`config.mk`:
```
export PLATFORM = sky130hd
export DESIGN_NAME = alert_cadence_ctrl
export DESIGN_NICKNAME = d
export VERILOG_FILES = /design/src/rtl/alert_cadence_ctrl.sv
export SDC_FILE = /design/constraint.sdc
export NUM_CORES = 1
export LEC_CHECK = 0
export BUFFER_PORTS_ARGS = -buffer_cell sky130_fd_sc_hd__buf_2
export CAP_MARGIN = 20
export CORE_MARGIN = 2
export CORE_UTILIZATION = 35
export DETAILED_ROUTE_END_ITERATION = 16
export SYNTH_ARGS = -nofsm -noshare
export SYNTH_HDL_FRONTEND = slang
export SYNTH_SLANG_ARGS = --single-unit
```
`constraint.sdc`:
```
create_clock -name clk -period 2.95 [get_ports clk]
set_input_delay 0 -clock clk [delete_from_list [all_inputs] [get_ports clk]]
set_output_delay 0 -clock clk [all_outputs]
set_load 0.05 [all_outputs]
```
`src/rtl/alert_cadence_ctrl.sv`:
```
// alert_cadence_ctrl: fixed-priority multi-source alert controller that drives
// the ringer and vibration motor with a timed ON/OFF cadence and auto-stops.
// Ports:
//   clk, reset_n     clock and synchronous active-low reset
//   req[NUM_SRC]     level alert requests, index 0 highest priority
//   mode[2]          00 ring, 01 vibrate, 10 silent, 11 ring+vibrate
//   dismiss          single-cycle user dismiss of the current alert
//   ringer, motor    registered driver enables
//   active           high while an alert is in its ON or OFF phase
//   active_src       index of the serviced source, held while idle
//   missed           one-cycle pulse when the alert auto-stops
module alert_cadence_ctrl #(
    parameter int NUM_SRC    = 4,
    parameter int ON_CYC     = 8,
    parameter int OFF_CYC    = 8,
    parameter int MAX_BURSTS = 3,
    localparam int SRC_W     = $clog2(NUM_SRC)
) (
    input  logic               clk,
    input  logic               reset_n,
    input  logic [NUM_SRC-1:0] req,
    input  logic [1:0]         mode,
    input  logic               dismiss,
    output logic               ringer,
    output logic               motor,
    output logic               active,
    output logic [SRC_W-1:0]   active_src,
    output logic               missed
);

    localparam int PH_MAX = (ON_CYC > OFF_CYC) ? ON_CYC : OFF_CYC;
    localparam int PH_W   = (PH_MAX > 1) ? $clog2(PH_MAX) : 1;
    localparam int BU_W   = (MAX_BURSTS > 1) ? $clog2(MAX_BURSTS) : 1;

    typedef enum logic [1:0] {
        IDLE = 2'd0,
        ON   = 2'd1,
        OFF  = 2'd2
    } state_t;

    state_t             state_q, state_d;
    logic [PH_W-1:0]    phase_q, phase_d;
    logic [BU_W-1:0]    burst_q, burst_d;
    logic [SRC_W-1:0]   src_q, src_d;
    logic [NUM_SRC-1:0] mask_q, mask_d;
    logic               ringer_q, ringer_d;
    logic               motor_q, motor_d;
    logic               active_q, active_d;
    logic               missed_q, missed_d;

    logic [NUM_SRC-1:0] elig;
    logic [SRC_W-1:0]   low;
    logic               any_elig;

    // Lowest-index eligible source; a masked source stays ineligible until
    // its request has been seen low at least once.
    always_comb begin
        elig     = req & ~mask_q;
        any_elig = |elig;
        low      = '0;
        for (int i = NUM_SRC - 1; i >= 0; i--) begin
            if (elig[i]) begin
                low = SRC_W'(i);
            end
        end
    end

    always_comb begin
        state_d  = state_q;
        phase_d  = phase_q;
        burst_d  = burst_q;
        src_d    = src_q;
        mask_d   = mask_q & req;
        missed_d = 1'b0;

        unique case (state_q)
            IDLE: begin
                if (any_elig) begin
                    state_d = ON;
                    src_d   = low;
                    phase_d = '0;
                    burst_d = '0;
                end
            end
            ON, OFF: begin
                // Order of tests encodes event priority:
                // dismiss > release > preemption > timeout.
                if (dismiss) begin
                    state_d       = IDLE;
                    phase_d       = '0;
                    burst_d       = '0;
                    mask_d[src_q] = 1'b1;
                end else if (!req[src_q]) begin
                    state_d = IDLE;
                    phase_d = '0;
                    burst_d = '0;
                end else if (any_elig && (low < src_q)) begin
                    state_d = ON;
                    src_d   = low;
                    phase_d = '0;
                    burst_d = '0;
                end else if (state_q == ON) begin
                    if (phase_q == PH_W'(ON_CYC - 1)) begin
                        state_d = OFF;
                        phase_d = '0;
                    end else begin
                        phase_d = phase_q + PH_W'(1);
                    end
                end else begin
                    if (phase_q == PH_W'(OFF_CYC - 1)) begin
                        phase_d = '0;
                        if (burst_q == BU_W'(MAX_BURSTS - 1)) begin
                            state_d       = IDLE;
                            burst_d       = '0;
                            missed_d      = 1'b1;
                            mask_d[src_q] = 1'b1;
                        end else begin
                            state_d = ON;
                            burst_d = burst_q + BU_W'(1);
                        end
                    end else begin
                        phase_d = phase_q + PH_W'(1);
                    end
                end
            end
            default: begin
                state_d = IDLE;
                phase_d = '0;
                burst_d = '0;
            end
        endcase

        // Drivers follow the state being entered, using this cycle's mode,
        // so every output is exactly one cycle behind its inputs.
        active_d = (state_d != IDLE);
        ringer_d = (state_d == ON) && ((mode == 2'b00) || (mode == 2'b11));
        motor_d  = (state_d == ON) && ((mode == 2'b01) || (mode == 2'b11));
    end

    always_ff @(posedge clk) begin
        if (!reset_n) begin
            state_q  <= IDLE;
            phase_q  <= '0;
            burst_q  <= '0;
            src_q    <= '0;
            mask_q   <= '0;
            ringer_q <= 1'b0;
            motor_q  <= 1'b0;
            active_q <= 1'b0;
            missed_q <= 1'b0;
        end else begin
            state_q  <= state_d;
            phase_q  <= phase_d;
            burst_q  <= burst_d;
            src_q    <= src_d;
            mask_q   <= mask_d;
            ringer_q <= ringer_d;
            motor_q  <= motor_d;
            active_q <= active_d;
            missed_q <= missed_d;
        end
    end

    assign ringer     = ringer_q;
    assign motor      = motor_q;
    assign active     = active_q;
    assign active_src = src_q;
    assign missed     = missed_q;

endmodule

```
# --- Word-level counts from Yosys, hierarchy flattened ---
# Index checks and enable logic that the tools add are counted.
word_totals:
  register_bits: 17
  inputBits: 9
  output_inout_bits: 6
  word_cells: 94
op_classes:
  add_sub_neg: 2
  magnitude_cmp: 3
  n_eq_ne: 13
  muxes: 44
  bitwise: 8
  n_reduce_logical: 15
ops:
  columns: ["cell", "n"]
  rows:
  - ["$mux 2", 22]
  - ["$mux 4", 7]
  - ["$mux 3", 5]
  - ["$pmux 2 s2", 3]
  - ["$ne 5x5->1 const B", 2]
  - ["$and 4x4->4", 2]
  - ["$ne 2x2->1 const B", 4]
  - ["$reduce_or 7->1", 1]
  - ["$eq 2x1->1 const B", 3]
  - ["$eq 2x2->1 const B", 3]
  - ["$pmux 3 s2", 1]
  - ["$reduce_and 5->1", 1]
  - ["$logic_and 1x1->1", 4]
  - ["$logic_not 2->1", 2]
  - ["$mux 1", 4]
  - ["$not 1->1", 4]
  - ["$not 4->4", 1]
  - ["$or 4x4->4", 1]
  - ["$reduce_bool 2->1", 2]
  - ["$reduce_or 4->1", 1]
  - ["$add 3x1->3 const B", 1]
  - ["$eq 3x3->1 const B", 1]
  - ["$lt 2x3->1 const B", 1]
  - ["$reduce_and 3->1", 1]
  - ["7 further kinds", 8]

# --- Longest topological paths before layout ---
# Gate-level depths: netlist of run 1.
logic_depth:
  word_depth: 14
  mapped_depth: 10
  depth_no_buf: 10

# --- Least setup slack after synthesis of run 1 ---
# No wires, ideal clock.
synth_timing:
  kind: "register -> register"
  startpoint: "register src_q[1], in the netlist active_src[1]"
  endpoint: "register active_q, in the netlist active"
  setup_time_ns: 0.114
  arrival_ns: 2.116
  t_required_ns: 2.836
  slack_ns: 0.720
  path_stages_with_launch: 8
  path_buffers: 1
  period_less_slack_ns: 2.230
  path_cell_list: "dfxtp_1 -> inv_1 -> ha_1 -> a21boi_0 -> a21o_1 -> buf_6 -> a32o_1 -> a21o_1"
synth_via:
  elab_chain_cells: 7
  elab_cells_between_ends: 9
  classes_between: "1 x order compare; 6 x mux; 2 x reduce/logical"
synth_lines:
  columns: ["element", "line", "text"]
  rows:
  - ["start, declared", "44", "logic [SRC_W-1:0] src_q, src_d;"]
  - ["start signal, assigned", "155", "src_q <= src_d;"]
  - ["$lt 2x2->1", "97", "end else if (any_elig && (low < src_q)) begin"]
  - ["$logic_and 1x1->1", "97", null]
  - ["$mux 2", "97", null]
  - ["$mux 2 (*)", "93", "end else if (!req[src_q]) begin"]
  - ["$mux 2 (*)", "88", "if (dismiss) begin"]
  - ["$pmux 2 s2 (*)", "76", "unique case (state_q)"]
  - ["$reduce_bool 2->1 (*)", "135", "active_d = (state_d != IDLE);"]
  - ["end signal, assigned", "159", "active_q <= active_d;"]
  - ["end, declared", "48", "logic active_q, active_d;"]
# Every way passes the cells marked *; elsewhere a longest branch is shown, timed or not. The select of a mux whose other input is x is not followed.
# A chain may end at the register's enable or synchronous reset.

# --- Worst setup path in the final report of run 1 ---
layout_timing:
  startpoint: "input req[2]"
  endpoint: "register active_q, in the netlist active"
layout_via:
  elab_chain_cells: 11
  elab_cells_between_ends: 15
  classes_between: "1 x order compare; 10 x mux; 1 x bitwise; 3 x reduce/logical"
layout_lines:
  columns: ["element", "line", "text"]
  rows:
  - ["start, declared", "21", "input logic [NUM_SRC-1:0] req,"]
  - ["$and 4x4->4", "58", "elig = req & ~mask_q;"]
  - ["$mux 2 (3 in a row)", "62", "if (elig[i]) begin"]
  - ["via low[1]", "52", "logic [SRC_W-1:0] low;"]
  - ["$lt 2x2->1", "97", null]
  - ["$logic_and 1x1->1", "97", null]
  - ["$mux 2", "97", null]
  - ["$mux 2", "93", null]
  - ["$mux 2", "88", null]
  - ["$pmux 2 s2", "76", null]
  - ["$reduce_bool 2->1", "135", null]
# The timed path passes the listed nets, and every way through them passes these cells. The select of a mux whose other input is x is not followed.

==> results of run 1 <==
==> metrics by stage <==
stage	cell area (µm²)	std cells	power, W	utilization	hold WS (ns)
after floorplan	1100	119	0.000358	-	0.137
after global placement	1190	173	0.000378	0.392	0.272
after detailed placement	1190	173	0.000380	0.392	0.270
after CTS	1250	181	0.000516	0.414	0.0652
after global routing	1250	181	0.000537	0.414	0.0984
final	1250	181	0.000507	0.414	0.0750
==> flip-flops by register name, indices dropped and copies added, names as in the netlist <==
signal,cells
missed,1
state_q,2
active_src,2
burst_q,2
phase_q,3
ringer,1
mask_q,4
motor,1
active,1
==> report_power, final <==
part	internal, W	switching (W)	total, W	leakage, nW
combinational	0.0000501	0.0000811	0.000131	0.370
sequential	0.000239	0.00000865	0.000248	0.138
clock	0.0000505	0.0000778	0.000128	0.0177
==> cells in the final DEF (no fill, tap or decap), types with 3 or more instances in the layout <==
master / n
o22ai_1: 3
dlygate4sd3_1: 4
buf_2: 14
clkbuf_4: 3
o21ai_1: 4
and2b_1: 3
inv_1: 9
nand4_1: 8
nand2_1: 9
ha_1: 8
nor2_1: 6
dfxtp_1: 17
nand3_1: 4
a21oi_1: 4
==> worst paths after layout <==
check             cells after the start        from    endpoint  slack, ns
setup / recovery                     10      req[2]      active       0.61
hold / removal                        3     dismiss   mask_q[3]       0.08
setup reg to reg                      8   mask_q[2]      active       0.65
hold reg to reg                       2  phase_q[2]  phase_q[2]       0.47
==> layout make-up <==
type / count / area, µm²
repair buffers: 18 / 110
inverters: 11 / 41.3
well taps: 44 / 55.1
multi-input cells: 87 / 681
clock buffers: 3 / 22.5
clock inverters: 1 / 5.00
fillers: 312 / 1770
flip-flops and latches: 17 / 340
==> tightest hold or removal path: stages <==
cell	delay (ns)
buf_2	0.13
a31oi_1	0.09
o21ai_1	0.13
==> per-layer routing <==
layer,up-vias,part of all wire,track usage
li1,469,-,-
met1,438,0.46,0.182
met2,29,0.48,0.242
met3,5,0.043,0.0216
met4,0,0.024,0.0825
met5,-,0,0
==> cell families (layout without fill, tap and decap cells) <==
family,after synthesis,after routing
and+or+nand+nor,49,49
AOI/OAI and AO/OA,26,26
DFF,17,17
buffers and inverters,15,33
adders and majority gates,8,8
muxes,4,4
==> timing repair <==
action                                  CTS  global route
hold buffers                              4             0
endpoints found under the setup margin    0             0
hold endpoints to repair                  4             0
==> flow_metrics.tcl, run 1 <==
set metrics [dict create \
    synth.avg_cell_area_um2 9.24 \
    synth_seq_cells 17 \
    syn_area_um2 1100 \
    synth_compound_gate_area_share 0.195 \
    dp_slack_ns 0.697 \
    fin_crit_ns 2.34 \
    synthSimpleGateAreaFrac 0.288 \
    die-height_um 60.1 \
    max_cap_violations 0 \
    track_usage 0.147 \
    drtIter0Drc 23 \
    crit_arrival_ns 2.54 \
    fmax_mhz 427 \
    min_period_over_period 0.793 \
    vias 941 \
    rows 20 \
    synth_top_area_cell "dfxtp_1" \
    skew_ns 0.00558 \
    fin_tns_setup_ns 0 \
    synthMuxAreaShare 0.0455 \
    grt-ovfl-total 0 \
    synth.most_common_cell "dfxtp_1" \
    cts_buffers 3 \
    setup_viol 0 \
    crit_buf_inv 2 \
    cp-start-kind "input port" \
    vias_per_cell 5.20 \
    crit_chain "dlygate4sd3_1 -> buf_2 -> nor2b_1 -> nor2_1 -> nor3_1 -> ha_1 -> a21boi_0 -> a21o_1 -> a32o_1 -> a21o_1" \
    synth_top_family_by_area "simple AND/OR/NAND/NOR gates" \
    ys_top_cells_by_area "dfxtp_1, ha_1, nand4_1, inv_1, nand2_1" \
    gp_congestion 0.769 \
    finalWirelength_um 2180 \
    drive_gt1_frac 0.263 \
    cts_max_path_buffers 2 \
    antenna_found_initial 0 \
    p_leak_nw 0.526 \
    fin_nets 155 \
    netlist_top_cells_count "dfxtp_1, inv_1, nand2_1, ha_1, nand4_1" \
    critical_path_class "input port to flip-flop" \
    powerDensity_nw_per_um2 404 \
    synth_cells 119 \
    ir_drop_v 0.000115 \
    worstMarginPinSlew_ns 0.407 \
    cp_slowest_stage_delay_ns 0.52 \
    cts_root_buf "clkbuf_4" \
    yosys_warnings 0 \
    cpLargestDelayFamily "compound AO/OA/AOI/OAI gates" \
    cpMostUsedCell "a21o_1" \
    synth_xor_area_frac 0 \
    cts_resized 0 \
    clk_latency_ns 0.30 \
    synth_edf_count 0 \
    synth_top_cell_area_share 0.309 \
    grt_pass1_wl_um 3930 \
    ys_seq_area_frac 0.309 \
    wl_per_cell_um 12.0 \
    fin_ws_ns 0.609 \
    drv_slew 0 \
    diodes 0 \
    crit_fanout 9 \
    ys_types 44 \
    grt_max_degree 20 \
    clock-sinks 17 \
    dieArea_um2 3610 \
    cts_setup_buffers 0 \
    max-slew-margin-rel 0.728 \
    crit_required_ns 3.15 \
    slowest_stage "dlygate4sd3_1" \
    remaining_drc_errors 0 \
    die_x_um 60.1 \
    rsz0062_at_grt "no" \
    end_kind "flip-flop" \
    cts_max_level 1 \
    synth_ff_type "dfxtp_1" \
    ys_async_sr_fraction 0 \
    place_hpwl_um 1730 \
    syn_nets 136 \
    syn_to_final_growth_pct 14.1 \
    grt_pass1_vias 880 \
    ant_nets 0 \
    core_area_um2 3030 \
    hold_viol 0 \
    cts_tree "yes" \
    synth_fa_ha_area_frac 0.0910 \
    clkTransAtPathRegs_ns 0.10 \
    hold_class "input port to flip-flop" \
    status "complete, no violations" \
    portBuffers 14 \
    initial_core_util 0.363 \
    drt_first_pass_iters 4 \
    io_pins 15 \
]
(Power assumes the default switching activity.)
==> run 2: changes to the inputs <==
Clock period 2.95 ns to 2.4 ns, I/O delays scaled along.
==> flow_metrics.tcl, run 2 (same netlist as run 1, synthesis figures left out) <==
set metrics [dict create \
    status "complete, no violations" \
    rows 20 \
    cpLargestDelayFamily "compound AO/OA/AOI/OAI gates" \
    fin_nets 156 \
    largest_register_ffs 4 \
    grt_max_degree 20 \
    end_kind "flip-flop" \
    clk_latency_ns 0.30 \
    place_hpwl_um 1690 \
    vias_per_cell 5.07 \
    cp-start-kind "input port" \
    final_common_cell "dfxtp_1" \
    fin_tns_setup_ns 0 \
    critical_path_class "input port to flip-flop" \
    max-slew-margin-rel 0.726 \
    syn_to_final_growth_pct 16.4 \
    top_register "mask_q" \
    ant_nets 0 \
    initial_core_util 0.363 \
    skew_ns 0.00366 \
    hold_class "input port to flip-flop" \
    crit_cells 10 \
    cts_max_level 1 \
    vias 923 \
    stdcell_count 182 \
    die-height_um 60.1 \
    sw_frac_of_total 0.336 \
    clock_power_share 0.255 \
    cts_root_buf "clkbuf_4" \
    portBuffers 14 \
    fmax_mhz 456 \
    ir_drop_v 0.000197 \
    cts_max_path_buffers 2 \
    largest_registers "mask_q (4), phase_q (3)" \
    crit_buf_inv 2 \
    die_x_um 60.1 \
    fin_crit_ns 2.19 \
    finalWirelength_um 2220 \
    whs_path_depth 3 \
    netSwitchingPower_w 0.000213 \
    core_area_um2 3030 \
    slowest_stage "dlygate4sd3_1" \
    remaining_drc_errors 0 \
    setup_viol 0 \
    hold_viol 0 \
    gp_congestion 0.724 \
    antenna_found_initial 0 \
    hold_ws_ns 0.0575 \
    max_cap_violations 0 \
    grt_pass1_vias 851 \
    pwr-share-seq 0.480 \
    drive_gt1_frac 0.290 \
    n_fill_cell 307 \
    grt-ovfl-total 0 \
    drv_slew 0 \
    crit_required_ns 2.61 \
    worstMarginPinSlew_ns 0.411 \
    power.internal_w 0.000421 \
    pwr-share-comb 0.264 \
    cts_tree "yes" \
    drt_first_pass_iters 4 \
    wl_per_cell_um 12.2 \
    crit_arrival_ns 2.40 \
    dp.cells 174 \
    grt_pass1_wl_um 3800 \
    ff2ff_path_depth 8 \
    p_leak_nw 0.537 \
    io_pins 15 \
    diodes 0 \
    multi_input_area_um2 698 \
    regArea_um2 340 \
    cts_buffers 3 \
    crit_fanout 9 \
    clkTransAtPathRegs_ns 0.11 \
    crit_chain "dlygate4sd3_1 -> buf_2 -> nor2b_4 -> nor2_1 -> nor3_2 -> ha_1 -> a21boi_0 -> a21o_2 -> a32o_1 -> a21o_1" \
    track_usage 0.140 \
    rsz0062_at_grt "no" \
    final_cell_mix "dfxtp_1, buf_2, inv_1, nand2_1" \
    powerDensity_nw_per_um2 495 \
    min_period_over_period 0.913 \
    clock-sinks 17 \
    final_util 0.423 \
    cp_slowest_stage_delay_ns 0.53 \
    drtIter0Drc 36 \
    dieArea_um2 3610 \
]
run 2: changes by cell type in the layout (fill, tap and decap cells not counted), sizes merged:
cell / previous run / this run
buf: 14 / 15
run 2: worst paths after layout:
| check | start | slack [ns] | to |
|---|---|---|---|
| worst max-delay path | req[3] | 0.21 | active |
| worst min-delay path | dismiss | 0.06 | mask_q[2] |
| worst max register to register | mask_q[3] | 0.26 | active |
| worst min register to register | phase_q[2] | 0.47 | phase_q[2] |
run 2: power by group through the flow:
stage	clock network (W)	registers [W]	logic (W)
global route	0.000174	0.000306	0.000183
CTS	0.000164	0.000305	0.000164
finish	0.000162	0.000305	0.000167
floorplan	0	0.000336	0.000104
global placement	0	0.000311	0.000156
detailed placement	0	0.000311	0.000159
run 2: final cells by class:
class | instances | share of cell area
clock buffers | 3 | 0.0176
clock inverters | 1 | 0.00391
inverters | 11 | 0.0323
multi-input cells | 87 | 0.545
flip-flops and latches | 17 | 0.266
well taps | 44 | 0.0430
repair buffers | 19 | 0.0919
run 2: worst min-delay path: stages:
cell	delay (ns)
buf_2	0.14
a31oi_2	0.07
o21ai_1	0.12
run 2: repair_timing:
| item | in CTS | in global routing |
|---|---|---|
| hold buffers | 4 | 0 |
| setup endpoints to repair | 0 | 9 |
| setup buffers | 0 | 0 |
| hold endpoints to repair | 4 | 0 |
| resized for setup | 0 | 4 |
run 2: per-layer routing:
metal  global-route usage  share of wire  vias to the layer above
li1                     -              -                      470
met1                0.186           0.49                      437
met2                0.217           0.46                       11
met3               0.0195          0.023                        5
met4               0.0762          0.026                        0
met5                    0              0                        -
run 2: stage by stage:
stage | setup slack (ns) | area, µm² | total power, W
finish | 0.208 | 1280 | 0.000634
global route | 0.0903 | 1280 | 0.000664
CTS | 0.0759 | 1260 | 0.000632
detailed placement | 0.148 | 1190 | 0.000470
global placement | 0.253 | 1190 | 0.000467
floorplan | 0.170 | 1100 | 0.000440
==> run 3: changes to the inputs <==
Settings changed: CORE_UTILIZATION 35 to 45.
==> flow_metrics.tcl, run 3 (same netlist as run 1, synthesis figures left out) <==
set metrics [dict create \
    cts_buffers 3 \
    die-height_um 53.4 \
    cp_slowest_stage_delay_ns 0.53 \
    fin_crit_ns 2.28 \
    max_cap_violations 0 \
    crit_arrival_ns 2.47 \
    die_x_um 53.4 \
    setup_viol 0 \
    largest_registers "mask_q (4), phase_q (3)" \
    dp.cells 157 \
    grt_pass1_vias 841 \
    n_fill_cell 206 \
    finalWirelength_um 2230 \
    power.internal_w 0.000422 \
    drtIter0Drc 44 \
    diodes 0 \
    status "complete, no violations" \
    fmax_mhz 439 \
    antenna_found_initial 0 \
    clock-sinks 17 \
    critical_path_class "input port to flip-flop" \
    skew_ns 0.00785 \
    netSwitchingPower_w 0.000206 \
    remaining_drc_errors 0 \
    cp-start-kind "input port" \
    drt_first_pass_iters 4 \
    dieArea_um2 2860 \
    rsz0062_at_grt "no" \
    slowest_stage "dlygate4sd3_1" \
    ant_nets 0 \
    track_usage 0.185 \
    rows 17 \
    place_hpwl_um 1670 \
    vias_per_cell 5.46 \
    stdcell_count 165 \
    hold_viol 0 \
    ir_drop_v 0.000359 \
    portBuffers 14 \
    drv_slew 0 \
    fin_tns_setup_ns 0 \
    core_area_um2 2250 \
    syn_to_final_growth_pct 13.5 \
    fin_nets 155 \
    gp_congestion 0.816 \
    final_common_cell "dfxtp_1" \
    top_register "mask_q" \
    grt_pass1_wl_um 3770 \
    io_pins 15 \
    grt_max_degree 20 \
    cts_max_level 1 \
    pwr-share-comb 0.263 \
    sw_frac_of_total 0.328 \
    cts_max_path_buffers 2 \
    end_kind "flip-flop" \
    hold_class "input port to flip-flop" \
    initial_core_util 0.488 \
    powerDensity_nw_per_um2 503 \
    clk_latency_ns 0.29 \
    crit_chain "dlygate4sd3_1 -> buf_2 -> nor2b_2 -> nor2_1 -> nor3_2 -> ha_1 -> a21boi_0 -> a21o_2 -> a32o_1 -> a21o_1" \
    grt-ovfl-total 0 \
    crit_required_ns 2.59 \
    cts_setup_buffers 0 \
    largest_register_ffs 4 \
    cts_tree "yes" \
    clock_power_share 0.253 \
    vias 901 \
    min_period_over_period 0.948 \
    p_leak_nw 0.526 \
    drive_gt1_frac 0.285 \
    crit_fanout 9 \
    max-slew-margin-rel 0.723 \
    cts_root_buf "clkbuf_4" \
    final_cell_mix "dfxtp_1, buf_2, inv_1, nand2_1" \
    pwr-share-seq 0.485 \
    wl_per_cell_um 13.5 \
    worstMarginPinSlew_ns 0.415 \
    clkTransAtPathRegs_ns 0.11 \
]
run 3: cell types whose count changed in the layout (fill, tap and decap cells not counted):
cell,before,now
nor2b_2,1,3
buf_4,1,0
clkbuf_1,0,1
clkinv_2,1,0
nor2b_1,2,1
nor2b_4,1,0
run 3: layout make-up:
cell class	instances	area (µm²)	area share
multi-input cells	87	696	0.557
inverters	11	41.3	0.0331
well taps	28	35.0	0.0281
clock buffers	4	26.3	0.0210
flip-flops and latches	17	340	0.273
repair buffers	18	110	0.0882
run 3: timing repair:
| item | CTS | global route |
|---|---|---|
| gates resized for setup | 0 | 4 |
| hold buffers | 4 | 0 |
| endpoints found under the setup margin | 0 | 10 |
| hold endpoints to repair | 4 | 0 |
run 3: worst max-delay path, delay by kind of cell:
family / cells / cell delay, ns
buffers and inverters: 2 / 0.66
adder cells (fa/ha/maj): 1 / 0.26
AND/OR/NAND/NOR: 3 / 0.59
AO/OA/AOI/OAI: 4 / 0.95
run 3: final timing paths:
| check | from | end | slack, ns | cells after the start |
|---|---|---|---|---|
| setup / recovery | req[3] | active | 0.12 | 10 |
| hold / removal | dismiss | mask_q[3] | 0.06 | 3 |
| setup reg to reg | mask_q[3] | active | 0.18 | 8 |
| hold reg to reg | phase_q[2] | phase_q[2] | 0.47 | 2 |
run 3: metal layers:
metal	GRT usage	vias up	part of all wire
li1	-	467	-
met3	0.0311	4	0.056
met4	0.0812	0	0.013
met5	0	-	0
met2	0.267	28	0.42
met1	0.266	402	0.51
run 3: stage by stage:
step	utilization	cell area [µm²]	setup WS [ns]	hold WS (ns)	total power (W)
5_1_grt	0.554	1250	0.0191	0.0781	0.000660
3_3_place_gp	0.518	1170	0.229	0.258	0.000466
4_1_cts	0.547	1230	0.0939	0.0749	0.000632
3_5_place_dp	0.518	1170	0.156	0.259	0.000468
2_1_floorplan	-	1100	0.170	0.137	0.000440
6_report	0.554	1250	0.124	0.0603	0.000628
run 3: power groups by stage:
stage | registers (W) | logic, W | clock network [W]
final | 0.000305 | 0.000165 | 0.000159
after floorplan | 0.000336 | 0.000104 | 0
after global routing | 0.000307 | 0.000181 | 0.000172
after CTS | 0.000305 | 0.000162 | 0.000165
after detailed placement | 0.000311 | 0.000157 | 0
after global placement | 0.000311 | 0.000155 | 0
